--- src/rtl/mult_pkg.sv ---
// Shared types and constants for the HI/LO multiply sequencer.
package mult_pkg;
    localparam int HILO_W      = 32;
    localparam int PROD_W      = 2 * HILO_W;
    localparam int DEF_TIMEOUT = 40;
    localparam int DEF_CNT_W   = 6;

    typedef enum logic [1:0] {
        IDLE = 2'd0,
        BUSY = 2'd1,
        DONE = 2'd2
    } state_t;
endpackage

--- src/rtl/mult_hilo_ctrl_if.sv ---
// Issue-stage request, multiplier link and HI/LO access signals of the sequencer.
interface mult_hilo_ctrl_if;
    import mult_pkg::*;

    logic              req_valid;
    logic              req_ready;
    logic [HILO_W-1:0] req_op1;
    logic [HILO_W-1:0] req_op2;
    logic              mult_begin;
    logic [HILO_W-1:0] mult_op1;
    logic [HILO_W-1:0] mult_op2;
    logic [PROD_W-1:0] product;
    logic              mult_end;
    logic              hi_we;
    logic              lo_we;
    logic [HILO_W-1:0] wdata;
    logic [HILO_W-1:0] hi;
    logic [HILO_W-1:0] lo;
    logic              busy;
    logic              res_valid;
    logic              wr_err;
    logic              timeout;

    modport slave (
        input  req_valid, req_op1, req_op2, product, mult_end, hi_we, lo_we, wdata,
        output req_ready, mult_begin, mult_op1, mult_op2, hi, lo, busy,
               res_valid, wr_err, timeout
    );

    modport master (
        output req_valid, req_op1, req_op2, product, mult_end, hi_we, lo_we, wdata,
        input  req_ready, mult_begin, mult_op1, mult_op2, hi, lo, busy,
               res_valid, wr_err, timeout
    );
endinterface

--- src/rtl/mult_hilo_ctrl_hilo_regs.sv ---
// Architectural HI/LO pair: multiply result write, direct writes, and drop
// reporting for direct writes that collide with an operation in flight.
module hilo_regs
    import mult_pkg::*;
(
    input  logic              clk,
    input  logic              rst,
    input  logic              mul_we,
    input  logic [PROD_W-1:0] product,
    input  logic              drop,
    input  logic              hi_we,
    input  logic              lo_we,
    input  logic [HILO_W-1:0] wdata,
    output logic [HILO_W-1:0] hi,
    output logic [HILO_W-1:0] lo,
    output logic              wr_err
);

    always_ff @(posedge clk or posedge rst) begin
        if (rst) begin
            hi     <= '0;
            lo     <= '0;
            wr_err <= 1'b0;
        end else begin
            wr_err <= drop && (hi_we || lo_we);
            if (mul_we) begin
                hi <= product[PROD_W-1:HILO_W];
                lo <= product[HILO_W-1:0];
            end
            // Direct writes take priority; they can only coincide with a
            // multiply write if the caller lets them through while busy.
            if (!drop && hi_we) hi <= wdata;
            if (!drop && lo_we) lo <= wdata;
        end
    end

endmodule

--- src/rtl/mult_hilo_ctrl.sv ---
// Sequencer between the issue stage and the Booth multiplier: request capture,
// hold-high start protocol, watchdog abort and HI/LO result capture.
//
//   state | meaning
//   IDLE  | ready for a request; direct HI/LO writes allowed
//   BUSY  | mult_begin held high, waiting for mult_end or watchdog expiry
//   DONE  | one cycle with mult_begin low so the multiplier clears; writes allowed
module mult_hilo_ctrl
    import mult_pkg::*;
#(
    parameter int TIMEOUT = DEF_TIMEOUT,
    parameter int CNT_W   = DEF_CNT_W
)
(
    input  logic             clk,
    input  logic             rst,
    mult_hilo_ctrl_if.slave  bus
);

    if (TIMEOUT < 18 || (2 ** CNT_W) <= TIMEOUT) begin : g_bad_param
        $error("mult_hilo_ctrl: TIMEOUT must be >= 18 and below 2**CNT_W");
    end

    localparam logic [CNT_W-1:0] CNT_LAST = CNT_W'(TIMEOUT - 1);

    state_t            state;
    state_t            state_nxt;
    logic [CNT_W-1:0]  cnt;
    logic [HILO_W-1:0] op1_q;
    logic [HILO_W-1:0] op2_q;
    logic              begin_q;
    logic              res_q;
    logic              to_q;
    logic              mul_we;
    logic              expire;
    logic              ready;
    logic              in_busy;

    always_comb begin
        state_nxt = state;
        ready     = 1'b0;
        in_busy   = 1'b0;
        mul_we    = 1'b0;
        expire    = 1'b0;
        case (state)
            IDLE: begin
                ready = 1'b1;
                if (bus.req_valid) state_nxt = BUSY;
            end
            BUSY: begin
                in_busy = 1'b1;
                if (bus.mult_end) begin
                    mul_we    = 1'b1;
                    state_nxt = DONE;
                end else if (cnt == CNT_LAST) begin
                    expire    = 1'b1;
                    state_nxt = DONE;
                end
            end
            DONE: state_nxt = IDLE;
            default: state_nxt = IDLE;
        endcase
    end

    always_ff @(posedge clk or posedge rst) begin
        if (rst) begin
            state   <= IDLE;
            cnt     <= '0;
            op1_q   <= '0;
            op2_q   <= '0;
            begin_q <= 1'b0;
            res_q   <= 1'b0;
            to_q    <= 1'b0;
        end else begin
            state <= state_nxt;
            // mult_begin comes straight from a flop so the multiplier never sees a glitch
            begin_q <= (state_nxt == BUSY);
            res_q   <= mul_we;
            to_q    <= expire;
            if (state == IDLE && bus.req_valid) begin
                op1_q <= bus.req_op1;
                op2_q <= bus.req_op2;
                cnt   <= '0;
            end else if (state == BUSY) begin
                cnt <= cnt + 1'b1;
            end
        end
    end

    hilo_regs u_hilo_regs (
        .clk     (clk),
        .rst     (rst),
        .mul_we  (mul_we),
        .product (bus.product),
        .drop    (in_busy),
        .hi_we   (bus.hi_we),
        .lo_we   (bus.lo_we),
        .wdata   (bus.wdata),
        .hi      (bus.hi),
        .lo      (bus.lo),
        .wr_err  (bus.wr_err)
    );

    assign bus.req_ready  = ready;
    assign bus.busy       = in_busy;
    assign bus.mult_begin = begin_q;
    assign bus.mult_op1   = op1_q;
    assign bus.mult_op2   = op2_q;
    assign bus.res_valid  = res_q;
    assign bus.timeout    = to_q;

endmodule
--- src/flat_wrapper.sv ---
// flat-port wrapper written by rule: the top's interface ports become plain ports
module mult_hilo_ctrl_flat import mult_pkg::*;
#(
    parameter int TIMEOUT = DEF_TIMEOUT,
    parameter int CNT_W   = DEF_CNT_W
)
  (clk, rst, bus_req_valid, bus_req_op1, bus_req_op2, bus_product, bus_mult_end, bus_hi_we, bus_lo_we, bus_wdata, bus_req_ready, bus_mult_begin, bus_mult_op1, bus_mult_op2, bus_hi, bus_lo, bus_busy, bus_res_valid, bus_wr_err, bus_timeout);
  mult_hilo_ctrl_if bus_i ();
  input  logic clk;
  input  logic rst;
  input wire logic [$bits(bus_i.req_valid)-1:0] bus_req_valid;
  input wire logic [$bits(bus_i.req_op1)-1:0] bus_req_op1;
  input wire logic [$bits(bus_i.req_op2)-1:0] bus_req_op2;
  input wire logic [$bits(bus_i.product)-1:0] bus_product;
  input wire logic [$bits(bus_i.mult_end)-1:0] bus_mult_end;
  input wire logic [$bits(bus_i.hi_we)-1:0] bus_hi_we;
  input wire logic [$bits(bus_i.lo_we)-1:0] bus_lo_we;
  input wire logic [$bits(bus_i.wdata)-1:0] bus_wdata;
  output wire logic [$bits(bus_i.req_ready)-1:0] bus_req_ready;
  output wire logic [$bits(bus_i.mult_begin)-1:0] bus_mult_begin;
  output wire logic [$bits(bus_i.mult_op1)-1:0] bus_mult_op1;
  output wire logic [$bits(bus_i.mult_op2)-1:0] bus_mult_op2;
  output wire logic [$bits(bus_i.hi)-1:0] bus_hi;
  output wire logic [$bits(bus_i.lo)-1:0] bus_lo;
  output wire logic [$bits(bus_i.busy)-1:0] bus_busy;
  output wire logic [$bits(bus_i.res_valid)-1:0] bus_res_valid;
  output wire logic [$bits(bus_i.wr_err)-1:0] bus_wr_err;
  output wire logic [$bits(bus_i.timeout)-1:0] bus_timeout;
  assign bus_i.req_valid = bus_req_valid;
  assign bus_i.req_op1 = bus_req_op1;
  assign bus_i.req_op2 = bus_req_op2;
  assign bus_i.product = bus_product;
  assign bus_i.mult_end = bus_mult_end;
  assign bus_i.hi_we = bus_hi_we;
  assign bus_i.lo_we = bus_lo_we;
  assign bus_i.wdata = bus_wdata;
  assign bus_req_ready = bus_i.req_ready;
  assign bus_mult_begin = bus_i.mult_begin;
  assign bus_mult_op1 = bus_i.mult_op1;
  assign bus_mult_op2 = bus_i.mult_op2;
  assign bus_hi = bus_i.hi;
  assign bus_lo = bus_i.lo;
  assign bus_busy = bus_i.busy;
  assign bus_res_valid = bus_i.res_valid;
  assign bus_wr_err = bus_i.wr_err;
  assign bus_timeout = bus_i.timeout;
  mult_hilo_ctrl #(.TIMEOUT(TIMEOUT), .CNT_W(CNT_W)) u_core (.clk(clk), .rst(rst), .bus(bus_i));
endmodule
--- config.mk ---
export PLATFORM = sky130hd
export DESIGN_NAME = mult_hilo_ctrl_flat
export DESIGN_NICKNAME = d
export VERILOG_FILES = /design/src/rtl/mult_pkg.sv /design/src/rtl/mult_hilo_ctrl_if.sv /design/src/rtl/mult_hilo_ctrl_hilo_regs.sv /design/src/rtl/mult_hilo_ctrl.sv /design/src/flat_wrapper.sv
export SDC_FILE = /design/constraint.sdc
export NUM_CORES = 1
export LEC_CHECK = 0
export BUFFER_PORTS_ARGS = -buffer_cell sky130_fd_sc_hd__buf_2
export CAP_MARGIN = 10
export CORE_UTILIZATION = 25
export CTS_BUF_LIST = sky130_fd_sc_hd__clkbuf_4
export DETAILED_ROUTE_END_ITERATION = 10
export HOLD_SLACK_MARGIN = 0.1
export PLACE_DENSITY = 0.51
export SLEW_MARGIN = 20
export SYNTH_ARGS = -nofsm -noshare
export SYNTH_HDL_FRONTEND = slang
export SYNTH_SLANG_ARGS = --single-unit
--- constraint.sdc ---
create_clock -name clk -period 6.2 [get_ports clk]
set_input_delay 0.31 -clock clk [delete_from_list [all_inputs] [get_ports clk]]
set_output_delay 0.31 -clock clk [all_outputs]
set_load 0.05 [all_outputs]
==> impl_metrics.py <==
metrics = {
    "outcome": {
        "status": "completed",
    },
    "worst_setup_path": {
        "required_ns": 6.65,
        "worstReg2RegStart": "u_core.state[1]",
        "path_depth": 6,
        "slowest_delay_ns": 0.87,
        "critical_path_buf_inv_count": 3,
        "cp_max_fo": 72,
        "critical_path.startpoint_type": "register",
        "arrival_ns": 3.65,
        "cp_top_family": "buffers and inverters",
        "timing.rr.end": "u_core.u_hilo_regs.lo[31]",
        "cpMaxStageDelayCell": "o21ai_4",
        "crit_type": "reg2reg",
        "endpoint_kind": "register",
        "reg2reg_setup_slack_ns": 3.01,
        "path_cells": "nand2b_2, buf_4, inv_2, o21ai_4, a221o_1, dlygate4sd3_1",
        "critPathCapture": "u_core.u_hilo_regs.lo[31]",
        "crit_start": "u_core.state[1]",
        "ff2ff_path_depth": 6,
    },
    "timing": {
        "whs_ns": 0.176,
        "setup_violations": 0,
        "relSlewSlack": 0.300,
        "finalMaxSlewViolations": 0,
        "max_freq_mhz": 313,
        "min_period_ns": 3.19,
        "skew_ns": 0.0177,
        "setup_tns_ns": 0,
        "layout_worst_path_cycle_share": 0.515,
        "hold_violations": 0,
        "tightest_slew_ns": 1.05,
        "rsz0062_at_grt": "false",
    },
    "floorplan": {
        "die_h_um": 158,
        "ios": 300,
        "coreArea_sq_mm": 0.0237,
        "start_util": 0.257,
        "rows": 56,
        "die_area_sq_mm": 0.0250,
        "die_w_um": 158,
    },
    "logic_synthesis": {
        "synth_flop_cell": "dfrtp_1",
        "syn_avg_cell_area_sq_um": 14.0,
        "async_flop_share": 1.00,
        "syn_inst": 434,
        "synth_common_cells": "dfrtp_1, mux2_4, a21o_1, a32o_1, inv_1",
        "synth_cell_types": 31,
        "post-synth-top-count-cell": "dfrtp_1",
        "synth_fp_nets": 601,
        "synth_top_area_frac": 0.575,
        "synthTopCellsByArea": "dfrtp_1, mux2_4, a32o_1",
        "synth_edf_count": 0,
        "synth_top_area_cell": "dfrtp_1",
        "ys_ff_latch": 140,
        "yosys_warnings": 0,
        "mappedNetlistArea_sq_mm": 0.00609,
        "ys_seq_area_frac": 0.575,
    },
    "pwr": {
        "p_sw_w": 0.00237,
        "powerDensity_mw_per_mm2": 478,
        "vdd_drop_max_mv": 0.221,
        "seqPwrFrac": 0.303,
        "sw_frac_of_total": 0.494,
        "p_leak_nw": 5.18,
        "internal_power_w": 0.00243,
        "pwr-share-clk": 0.147,
        "pwr-share-comb": 0.550,
    },
    "global_routing": {
        "grt-ovfl-total": 0,
        "grt_first_pass_wirelength_um": 30800,
        "groute.usage.overall": 0.162,
        "grt_max_degree": 90,
        "grt_antenna_before_repair": 3,
        "grt_pass1_vias": 5818,
    },
    "clocking": {
        "ctsLongestPathBuffers": 2,
        "clk_pin_slew_ns": 0.14,
        "numClockSinks": 140,
        "root_buffer": "clkbuf_4",
        "cts_tree": "done",
        "insertion_delay_ns": 0.52,
        "cts_inserted_buffers": 17,
        "htree_levels": 4,
        "postCtsSetupBuffers": 0,
    },
    "worst_hold_path": {
        "min_from": "bus_wdata[30]",
        "min_path_type": "in2reg",
        "worstHoldPathCells": 3,
    },
    "final_layout": {
        "stdcell_area_sq_mm": 0.0101,
        "layout-drive-gt1-share": 0.443,
        "nNetsFinal": 1073,
        "multi_input_area_sq_mm": 0.00228,
        "synthToLayoutAreaGrowth_pct": 65.2,
        "fill_cells": 2226,
        "ff_latch_area_sq_mm": 0.00350,
    },
    "detailed_routing": {
        "post_drt_wl_per_cell_um": 16.8,
        "num_vias": 5546,
        "ant_nets": 0,
        "first_pass_iters": 4,
        "viasPerCell": 4.47,
        "drtIter0Drc": 316,
        "drc_errors": 0,
        "drt-total-wl_um": 20800,
    },
    "placement": {
        "gp_congestion": 0.744,
        "numPortBuffers": 299,
        "place_area_sq_mm": 0.00782,
        "detailed_place_hpwl_um": 12500,
    },
    "job": {
        "maxCapViolations": 0,
    },
}
[registers in the layout (all words and copies together) (netlist names)]
register,count
u_core.u_hilo_regs.wr_err,1
u_core.state,2
u_core.u_hilo_regs.lo,32
u_core.bus.res_valid,1
u_core.bus.mult_begin,1
u_core.cnt,6
u_core.bus.mult_op1,32
u_core.bus.timeout,1
u_core.u_hilo_regs.hi,32
u_core.bus.mult_op2,32
[worst reg2reg max path: stages (launching register included)]
cell and delay, ns:
dfrtp_1 0.41, nand2b_2 0.13, buf_4 0.62, inv_2 0.26
o21ai_4 0.87, a221o_1 0.30, dlygate4sd3_1 0.54
[layout make-up]
class / instances / area share
Inverter: 26 / 0.0102
Tap cell: 319 / 0.0397
Timing Repair Buffer: 493 / 0.341
Clock inverter: 14 / 0.0206
Clock buffer: 18 / 0.0134
Antenna cell: 2 / 0.000497
Multi-Input combinational cell: 228 / 0.227
Sequential cell: 140 / 0.348
[kinds of logic after synthesis]
group,share of synthesized area
buffers and inverters,0.0532
muxes,0.161
AOI/OAI and AO/OA,0.186
and+or+nand+nor,0.0226
adders and majority gates,0.00205
DFF,0.575
[power groups by stage]
stage               combinational (W)  clock [W]  sequential [W]
floorplan                    0.000699          0         0.00266
global placement              0.00248          0         0.00146
detailed placement            0.00247          0         0.00147
CTS                           0.00265   0.000747         0.00145
global route                  0.00277   0.000780         0.00150
finish                        0.00264   0.000709         0.00146
[per-layer routing]
metal / global-route usage / share of wire
met1: 0.181 / 0.41
met4: 0.0476 / 0.016
met5: 0 / 0.00062
met2: 0.288 / 0.49
met3: 0.0545 / 0.084
[through the flow]
stage / setup WS, ns / std cells / power [W] / util
2_1_floorplan: 2.14 / 434 / 0.00336 / -
3_3_place_gp: 3.64 / 1016 / 0.00394 / 0.330
3_5_place_dp: 3.58 / 1016 / 0.00394 / 0.330
4_1_cts: 3.01 / 1238 / 0.00485 / 0.425
5_1_grt: 2.76 / 1240 / 0.00505 / 0.425
6_report: 3.01 / 1240 / 0.00481 / 0.425
[how the worst min path moves through the flow]
stage,slack (ns),end
final,0.18,u_core.u_hilo_regs.lo[30]
after global routing,0.11,u_core.u_hilo_regs.hi[26]
after CTS,0.11,u_core.u_hilo_regs.lo[30]
after detailed placement,0.46,u_core.u_hilo_regs.lo[9]
after global placement,0.46,u_core.u_hilo_regs.lo[17]
after floorplan,0.44,u_core.u_hilo_regs.hi[0]
[layout by cell type, fill, tap and decap left out, types with 3 or more instances in the layout]
master           n
nand2_1          6
mux2i_1          3
nand4_1          3
dfrtp_1        140
dlygate4sd3_1  190
buf_4            4
buf_2          299
inv_6            5
a32oi_1         24
o31ai_1         24
o21ai_0          3
a21o_1          38
inv_1           24
mux2_4          62
bufinv_16        4
nor2_1           4
and3_1           3
a32o_1          38
clkbuf_4        18
[repair_timing]
action                                 in CTS  in global routing
hold buffers                              190                  0
resized for setup                           0                  0
endpoints found under the hold margin     209                  0
(Power assumes the default switching activity.)
